$ cat src/rtl/priority_grant_arbiter_if.sv
// Request/grant bundle between requesters and the priority_grant_arbiter.
interface priority_grant_arbiter_if;
  logic       en;
  logic [7:0] req;
  logic       done;
  logic [7:0] gnt;
  logic [2:0] gnt_id;
  logic       gnt_valid;
  logic       timeout;

  modport master (output en, req, done, input gnt, gnt_id, gnt_valid, timeout);
  modport slave  (input en, req, done, output gnt, gnt_id, gnt_valid, timeout);
endinterface

$ cat src/rtl/priority_grant_arbiter.sv
// Registered 8-way arbiter: fixed-priority or round-robin pick, grant held until
// done, request drop, disable or MAX_HOLD timeout; one idle cycle between grants.
module priority_grant_arbiter #(
  parameter int unsigned RR       = 0,
  parameter int unsigned MAX_HOLD = 16,
  parameter int unsigned CNT_W    = 5
) (
  input  logic                      clk,
  input  logic                      rst,
  priority_grant_arbiter_if.slave   bus
);

  localparam int unsigned N   = 8;
  localparam int unsigned IDW = 3;

  typedef enum logic {IDLE, GRANT} state_e;

  state_e             state_q, state_d;
  logic [N-1:0]       gnt_q, gnt_d;
  logic [IDW-1:0]     gnt_id_q, gnt_id_d;
  logic               gnt_valid_q, gnt_valid_d;
  logic               timeout_q, timeout_d;
  logic [CNT_W-1:0]   hold_cnt_q, hold_cnt_d;
  logic [IDW-1:0]     last_id_q, last_id_d;

  logic [IDW-1:0]     pick_id;
  logic [IDW-1:0]     base_id;
  logic [IDW-1:0]     cand_id;
  logic               hold_hit;
  logic               early_rel;

  // Search from base-1 down to base (mod 8); nearest-in-order set bit wins.
  always_comb begin
    base_id = (RR != 0) ? last_id_q : '0;
    pick_id = '0;
    cand_id = '0;
    for (int k = N; k >= 1; k--) begin
      cand_id = base_id - IDW'(k);
      if (bus.req[cand_id]) pick_id = cand_id;
    end
  end

  assign hold_hit  = (MAX_HOLD != 0) && (hold_cnt_q == CNT_W'(MAX_HOLD - 1));
  assign early_rel = bus.done || !bus.req[gnt_id_q] || !bus.en;

  always_comb begin
    state_d     = state_q;
    gnt_d       = gnt_q;
    gnt_id_d    = gnt_id_q;
    gnt_valid_d = gnt_valid_q;
    timeout_d   = 1'b0;
    hold_cnt_d  = hold_cnt_q;
    last_id_d   = last_id_q;
    case (state_q)
      IDLE: begin
        if (bus.en && (|bus.req)) begin
          state_d     = GRANT;
          gnt_d       = N'(1) << pick_id;
          gnt_id_d    = pick_id;
          gnt_valid_d = 1'b1;
          hold_cnt_d  = '0;
        end
      end
      GRANT: begin
        if (early_rel || hold_hit) begin
          state_d     = IDLE;
          gnt_d       = '0;
          gnt_valid_d = 1'b0;
          last_id_d   = gnt_id_q;
          // Timeout is flagged only when nothing else caused the release.
          timeout_d   = hold_hit && !early_rel;
        end else begin
          hold_cnt_d  = hold_cnt_q + CNT_W'(1);
        end
      end
      default: state_d = IDLE;
    endcase
  end

  always_ff @(posedge clk) begin
    if (rst) begin
      state_q     <= IDLE;
      gnt_q       <= '0;
      gnt_id_q    <= '0;
      gnt_valid_q <= 1'b0;
      timeout_q   <= 1'b0;
      hold_cnt_q  <= '0;
      last_id_q   <= '0;
    end else begin
      state_q     <= state_d;
      gnt_q       <= gnt_d;
      gnt_id_q    <= gnt_id_d;
      gnt_valid_q <= gnt_valid_d;
      timeout_q   <= timeout_d;
      hold_cnt_q  <= hold_cnt_d;
      last_id_q   <= last_id_d;
    end
  end

  assign bus.gnt       = gnt_q;
  assign bus.gnt_id    = gnt_id_q;
  assign bus.gnt_valid = gnt_valid_q;
  assign bus.timeout   = timeout_q;

endmodule

$ cat src/flat_wrapper.sv
// flat-port wrapper written by rule: the top's interface ports become plain ports
module priority_grant_arbiter_flat 
#(
  parameter int unsigned RR       = 0,
  parameter int unsigned MAX_HOLD = 16,
  parameter int unsigned CNT_W    = 5
)
  (clk, rst, bus_en, bus_req, bus_done, bus_gnt, bus_gnt_id, bus_gnt_valid, bus_timeout);
  priority_grant_arbiter_if bus_i ();
  input  logic clk;
  input  logic rst;
  input wire logic [$bits(bus_i.en)-1:0] bus_en;
  input wire logic [$bits(bus_i.req)-1:0] bus_req;
  input wire logic [$bits(bus_i.done)-1:0] bus_done;
  output wire logic [$bits(bus_i.gnt)-1:0] bus_gnt;
  output wire logic [$bits(bus_i.gnt_id)-1:0] bus_gnt_id;
  output wire logic [$bits(bus_i.gnt_valid)-1:0] bus_gnt_valid;
  output wire logic [$bits(bus_i.timeout)-1:0] bus_timeout;
  assign bus_i.en = bus_en;
  assign bus_i.req = bus_req;
  assign bus_i.done = bus_done;
  assign bus_gnt = bus_i.gnt;
  assign bus_gnt_id = bus_i.gnt_id;
  assign bus_gnt_valid = bus_i.gnt_valid;
  assign bus_timeout = bus_i.timeout;
  priority_grant_arbiter #(.RR(RR), .MAX_HOLD(MAX_HOLD), .CNT_W(CNT_W)) u_core (.clk(clk), .rst(rst), .bus(bus_i));
endmodule
$ cat config.mk
export PLATFORM = sky130hd
export DESIGN_NAME = priority_grant_arbiter_flat
export DESIGN_NICKNAME = d
export VERILOG_FILES = /design/src/rtl/priority_grant_arbiter_if.sv /design/src/rtl/priority_grant_arbiter.sv /design/src/flat_wrapper.sv
export SDC_FILE = /design/constraint.sdc
export NUM_CORES = 1
export LEC_CHECK = 0
export CAP_MARGIN = 20
export CORE_MARGIN = 5
export CORE_UTILIZATION = 48
export CTS_CLUSTER_DIAMETER = 200
export DETAILED_ROUTE_END_ITERATION = 12
export GPL_TIMING_DRIVEN = 0
export HOLD_SLACK_MARGIN = 0.06
export PLACE_DENSITY_LB_ADDON = 0.12
export SYNTH_ARGS = -nofsm -noshare
export SYNTH_HDL_FRONTEND = slang
export SYNTH_SLANG_ARGS = --single-unit
$ cat constraint.sdc
create_clock -name clk -period 5.8 [get_ports clk]
set_input_delay 1.16 -clock clk [delete_from_list [all_inputs] [get_ports clk]]
set_output_delay 1.16 -clock clk [all_outputs]
set_load 0.01 [all_outputs]
==> results of run 1 <==
## power by group through the flow
| stage | combinational (W) | sequential (W) | clock [W] |
|---|---|---|---|
| after floorplan | 0.0000306 | 0.000143 | 0 |
| after global placement | 0.0000553 | 0.000141 | 0 |
| after detailed placement | 0.0000562 | 0.000141 | 0 |
| after CTS | 0.0000567 | 0.000138 | 0.0000706 |
| after global routing | 0.0000621 | 0.000139 | 0.0000799 |
| final | 0.0000571 | 0.000138 | 0.0000690 |
## cell usage after synthesis (2+ instances only)
library cell	instances	area, um2
dfxtp_1	19	380
nand2_1	8	30.0
a21oi_1	7	35.0
inv_1	7	26.3
mux2i_1	7	70.1
nor2_1	7	26.3
nand3_1	6	30.0
mux2_2	4	45.0
nor3_1	4	20.0
nor4_1	3	18.8
a211oi_1	2	15.0
a31oi_1	2	12.5
and3_1	2	12.5
buf_6	2	22.5
clkbuf_1	2	7.51
ha_1	2	25.0
nand3b_1	2	15.0
nand4_1	2	12.5
nor2b_1	2	12.5
o21ai_0	2	10.0
## layer usage
layer / up-vias / share of wire / global-route usage
li1: 468 / - / -
met1: 426 / 0.47 / 0.227
met2: 26 / 0.47 / 0.295
met3: 5 / 0.044 / 0.0322
met4: 0 / 0.016 / 0.0729
met5: - / 0 / 0
## sequential cells by signal, summed over array words and instances (netlist names)
register	flops
u_core.bus.gnt	8
u_core.hold_cnt_q	5
u_core.bus.gnt_id	3
u_core.bus.gnt_valid	1
u_core.bus.timeout	1
u_core.state_q	1
## cell usage in the layout (no fill, tap or decap), types with 3 or more instances in the layout
master,instances
nor2_1,7
dfxtp_1,19
nand2_1,8
clkdlybuf4s50_1,24
a21oi_1,7
nor3_1,4
mux2i_1,7
mux2_2,4
nor4_1,3
nand3_1,6
inv_1,7
clkbuf_4,3
## how the worst max path moves through the flow
stage	from	to	slack [ns]	cells after the start
after detailed placement	bus_req[7]	u_core.bus.gnt[0]$_SDFFE_PP0P_	2.21	7
final	bus_req[7]	u_core.bus.gnt[0]$_SDFFE_PP0P_	2.48	7
after global placement	bus_req[7]	u_core.bus.gnt[2]$_SDFFE_PP0P_	2.25	7
after global routing	bus_req[7]	u_core.bus.gnt[2]$_SDFFE_PP0P_	2.39	7
after CTS	bus_req[7]	u_core.bus.gnt[0]$_SDFFE_PP0P_	2.55	7
after floorplan	bus_req[7]	u_core.hold_cnt_q[3]$_SDFFE_PP0P_	3.13	6
## per-stage QoR
step                      std cells  utilization  setup slack [ns]  hold WS (ns)
after floorplan                 111            -              3.13         0.473
after global placement          162        0.644              2.25         0.446
after CTS                       166        0.658              2.55         0.469
after global routing            166        0.658              2.39         0.498
final                           166        0.658              2.48         0.464
after detailed placement        162        0.644              2.21         0.457
## final cells by class
type | instances | area share
Timing Repair Buffer | 24 | 0.188
Clock buffer | 3 | 0.0176
Buffer | 5 | 0.0274
Clock inverter | 1 | 0.00392
Multi-Input combinational cell | 80 | 0.418
Tap cell | 27 | 0.0264
Inverter | 7 | 0.0206
Sequential cell | 19 | 0.298
## critical path: stages
cell	delay [ns]
clkdlybuf4s50_1	0.60
mux2i_1	0.14
a221o_1	0.34
o31ai_1	0.53
and2_1	0.21
buf_2	0.19
mux2_2	0.35
## kinds of logic (layout without fill, tap and decap cells)
group	after synthesis	count (layout)
flops	19	19
compound gates	25	25
fa+ha+maj	2	2
mux	11	11
xor+xnor	1	1
simple gates	41	41
buf+inv	12	40
==> summary.md, run 1 <==
| Metric | Value |
|---|---|
| Status | `finished clean` |
| Cells after synthesis | `111` |
| Iter 0 DRT Violations | `22` |
| Number of synthesized register bits | `19` |
| Switching share of power | `0.287` |
| Largest family of logic cells by synthesized area | `simple AND/OR/NAND/NOR gates` |
| Seq/Total Area, Yosys | `0.390` |
| Num CTS Buffers | `3` |
| Worst-path clk slew | `0.11 ns` |
| Tcrit/Tclk final | `0.573` |
| Pins over their slew limit | `0` |
| Combinational power share | `0.216` |
| Synth Area in Simple Gates | `0.215` |
| Hold path endpoint | `u_core.bus.gnt[4]$_SDFFE_PP0P_` |
| Pwr Total | `0.000265 W` |
| Worst Tran Pin Value | `0.829 ns` |
| Vias in the first global route | `885` |
| Post-cts resize count | `0` |
| Fmax | `301 MHz` |
| Seq pwr share | `0.523` |
| Clk network pwr share | `0.261` |
| Die W | `55.1 um` |
| Sum of negative setup slack | `0 ns` |
| Worst R2R Path Depth | `8` |
| FP Rows | `16` |
| Post-CTS Repair Setup Buffers | `0` |
| Syn Nets | `125` |
| DRT Pass-1 Iters | `4` |
| Area share of fa/ha/maj cells after synthesis | `0.0256` |
| Synth Cell Area | `976 um2` |
| Hold buffers post-CTS | `0` |
| Worst clock skew | `0.00426 ns` |
| Int Power | `0.000189 W` |
| FF/Latch Area | `380 um2` |
| Multi-input logic area | `534 um2` |
| Worst r2r src | `u_core.hold_cnt_q[0]$_SDFFE_PP0P_` |
| Worst Path Required | `6.00 ns` |
| Worst VDD drop | `0.187 mV` |
| Layout fillers | `180` |
| DIE AREA | `3030 um2` |
| Largest net degree at the start of global routing | `12` |
| Max Buffers Root-to-Sink | `2` |
| Pwr Density | `207 nW/um2` |
| Final setup violating endpoints | `0` |
| EDFF count, synth | `0` |
| Total gr overflow | `0` |
| I/O Pins | `25` |
| Fin nets | `154` |
| Initial Util | `0.503` |
| CP startpoint kind | `input port` |
| Synth cell types | `39` |
| Unrepaired setup endpoints after global routing | `no` |
| Antenna cells | `0` |
| Worst setup EP type | `flop` |
| Reg2reg setup slack | `3.16 ns` |
| FFs w/ async S/R, synth | `0` |
| CTS Root Cell | `clkbuf_4` |
| Die Ht | `55.1 um` |
| Placer Congestion | `0.801` |
| Core area | `1940 um2` |
| Antenna Nets Post-Route | `0` |
| Leakage | `0.489 nW` |
| Area after DPL | `1250 um2` |
| Ys Warns | `0` |
| Share of layout cells above drive strength 1 | `0.0863` |
| WL/cell | `14.0 um` |
| Initial antenna violation count | `0` |
| Vias | `925` |
| Clock sink count | `19` |
| Hold path depth | `2` |
| Vias/cell | `5.57` |
| Global-route usage over all layers | `0.178` |
| Critical path data arrival time | `3.52 ns` |
| Max_cap viols | `0` |
| Hold_sp | `u_core.bus.gnt[4]$_SDFFE_PP0P_` |
| Prevailing post-synth register cell | `dfxtp_1` |
| Synth-to-layout area growth | `30.9%` |
| Switching pwr | `0.0000759 W` |
| Reg2reg end | `u_core.bus.gnt[0]$_SDFFE_PP0P_` |
| DRC Markers | `0` |
| Final non-filler cell area | `1280 um2` |
| Detailed placement HPWL | `1.74 mm` |
| HP Class | `flop to flop` |
| Hold Fails Final Rpt | `0` |
| Latest clock arrival within the worst-skew pair | `0.30 ns` |
| Critical path type | `input port to flop` |
| Total routed wirelength | `2.32 mm` |
| Crit-path max FO | `7` |
| Synthesized area per cell | `8.79 um2` |
| Slew headroom | `0.445` |
| TritonCTS clock tree | `built` |
| IO buf count | `24` |
| H-Tree Depth | `1` |
| First-pass GRT wire length | `3.85 mm` |
| Post-synthesis mux area share | `0.118` |
| Post-synthesis compound-gate area fraction | `0.179` |
| Synth Area in XOR/XNOR | `0.00897` |
| Min Tclk post-route | `3.32 ns` |
Note: power is estimated with default switching activity, not from simulation.
==> inputs of run 2 (changes only) <==
Settings changed: CORE_UTILIZATION 48 to 42.
Clock period 5.8 ns to 3 ns, I/O delays scaled along.
==> run 2 against run 1 <==
Against the previous run:
- final area about the same
- first-iteration DRC count up 14%
- sequential power up 94%
- core utilization down 8.0 points
- largest cell class unchanged
- clock-buffer cell count unchanged
==> summary.md, run 2 (synthesis gave the netlist of run 1 again) <==
| Metric | Value |
|---|---|
| Share of layout cells above drive strength 1 | `0.0863` |
| Total gr overflow | `0` |
| Largest register FFs | `8` |
| Placer Congestion | `0.755` |
| Synth-to-layout area growth | `31.0%` |
| Critical path data arrival time | `2.96 ns` |
| Final setup violating endpoints | `0` |
| Initial antenna violation count | `0` |
| Largest net degree at the start of global routing | `12` |
| FP Rows | `17` |
| Crit path max-delay family | `compound AO/OA/AOI/OAI gates` |
| Initial Util | `0.441` |
| WHS | `0.467 ns` |
| Worst VDD drop | `0.266 mV` |
| Antenna cells | `0` |
| I/O Pins | `25` |
| Final Core Density | `0.578` |
| Pins over their slew limit | `0` |
| WL/cell | `14.0 um` |
| Vias/cell | `5.60` |
| Die Ht | `58.2 um` |
| WP buf/inv | `2` |
| DRC Markers | `0` |
| Max Buffers Root-to-Sink | `2` |
| First-pass GRT wire length | `3.99 mm` |
| Pwr Density | `399 nW/um2` |
| Clock sink count | `19` |
| Vias | `936` |
| Crit-path slowest cell | `clkdlybuf4s50_1` |
| Unrepaired setup endpoints after global routing | `no` |
| Post-cts resize count | `0` |
| CP startpoint kind | `input port` |
| Core area | `2210 um2` |
| Fin nets | `154` |
| Post-placement setup slack | `-0.0334 ns` |
| Worst path max stage delay | `0.61 ns` |
| Max_cap viols | `0` |
| Worst Tran Pin Value | `0.750 ns` |
| Die W | `58.2 um` |
| TritonCTS clock tree | `built` |
| Most frequent cells in the layout | `clkdlybuf4s50_1, dfxtp_1, nand2_1` |
| Total routed wirelength | `2.33 mm` |
| Slew headroom | `0.498` |
| Vias in the first global route | `882` |
| Fmax | `363 MHz` |
| Detailed placement HPWL | `1.75 mm` |
| Tcrit/Tclk final | `0.919` |
| Leakage | `0.489 nW` |
| IO buf count | `24` |
| Status | `finished clean` |
| Worst setup EP type | `flop` |
| CTS Root Cell | `clkbuf_4` |
| Sum of negative setup slack | `0 ns` |
| Layout fillers | `222` |
| Antenna Nets Post-Route | `0` |
| DRT Pass-1 Iters | `4` |
| Critical path type | `input port to flop` |
| Num CTS Buffers | `3` |
| Crit-path max FO | `7` |
| Hold buffers post-CTS | `0` |
| Worst Path Required | `3.20 ns` |
| Iter 0 DRT Violations | `25` |
| DIE AREA | `3390 um2` |
| Global-route usage over all layers | `0.150` |
| Worst-path clk slew | `0.11 ns` |
| Min Tclk post-route | `2.76 ns` |
| Commonest non-fill, non-tap cell in the layout | `clkdlybuf4s50_1` |
| Cell Chain, Critical Path | `clkdlybuf4s50_1, mux2i_1, a221o_1, o31ai_1, and2_1, buf_2, mux2_2` |
| Post-CTS Repair Setup Buffers | `0` |
| H-Tree Depth | `1` |
| HP Class | `flop to flop` |
| Latest clock arrival within the worst-skew pair | `0.30 ns` |
| Worst clock skew | `0.00486 ns` |
| Hold Fails Final Rpt | `0` |
| Final worst slack | `0.244 ns` |
run 2: cell counts in the layout (fill, tap and decap cells not counted):
Identical to the previous run, type by type.
run 2: power by group:
| group | switching (W) | internal (W) | total [W] |
|---|---|---|---|
| Clock | 0.0000821 | 0.0000498 | 0.000132 |
| Sequential | 0.00000663 | 0.000261 | 0.000268 |
| Combinational | 0.0000571 | 0.0000537 | 0.000111 |
| Total | 0.000146 | 0.000365 | 0.000510 |
run 2: tightest hold or removal path, stage by stage (launching register included):
cell and delay (ns):
dfxtp_1 0.32, nand2_1 0.05, mux2i_1 0.06
run 2: cell type report:
cell class                 instances  area, um2  share of cell area
clock buffer                       3       22.5              0.0176
multi-input combinational         80        534               0.418
buffer                             5       35.0              0.0274
clock inverter                     1       5.00             0.00391
timing repair buffer              24        240               0.188
tap                               28       35.0              0.0274
inverter                           7       26.3              0.0205
sequential                        19        380               0.297
run 2: layer usage:
| metal | GRT usage | wire [um] | vias to the layer above |
|---|---|---|---|
| met1 | 0.188 | 1090 | 431 |
| met2 | 0.237 | 1030 | 30 |
| li1 | - | - | 470 |
| met5 | 0 | 0 | - |
| met3 | 0.0445 | 178 | 5 |
| met4 | 0.0662 | 38 | 0 |
run 2: stage by stage:
step | cells | power, W | area (um2)
after floorplan | 111 | 0.000335 | 976
after global placement | 163 | 0.000381 | 1250
after detailed placement | 163 | 0.000383 | 1250
after CTS | 167 | 0.000514 | 1280
after global routing | 167 | 0.000539 | 1280
final | 167 | 0.000510 | 1280
run 2: final timing paths:
check | from | end | slack (ns) | cells after the start
worst max-delay path | bus_req[7] | u_core.bus.gnt[0]$_SDFFE_PP0P_ | 0.24 | 7
worst min-delay path | u_core.bus.gnt[1]$_SDFFE_PP0P_ | u_core.bus.gnt[1]$_SDFFE_PP0P_ | 0.47 | 2
worst max register to register | u_core.hold_cnt_q[0]$_SDFFE_PP0P_ | u_core.bus.gnt[0]$_SDFFE_PP0P_ | 0.40 | 8
worst min register to register | u_core.bus.gnt[1]$_SDFFE_PP0P_ | u_core.bus.gnt[1]$_SDFFE_PP0P_ | 0.47 | 2
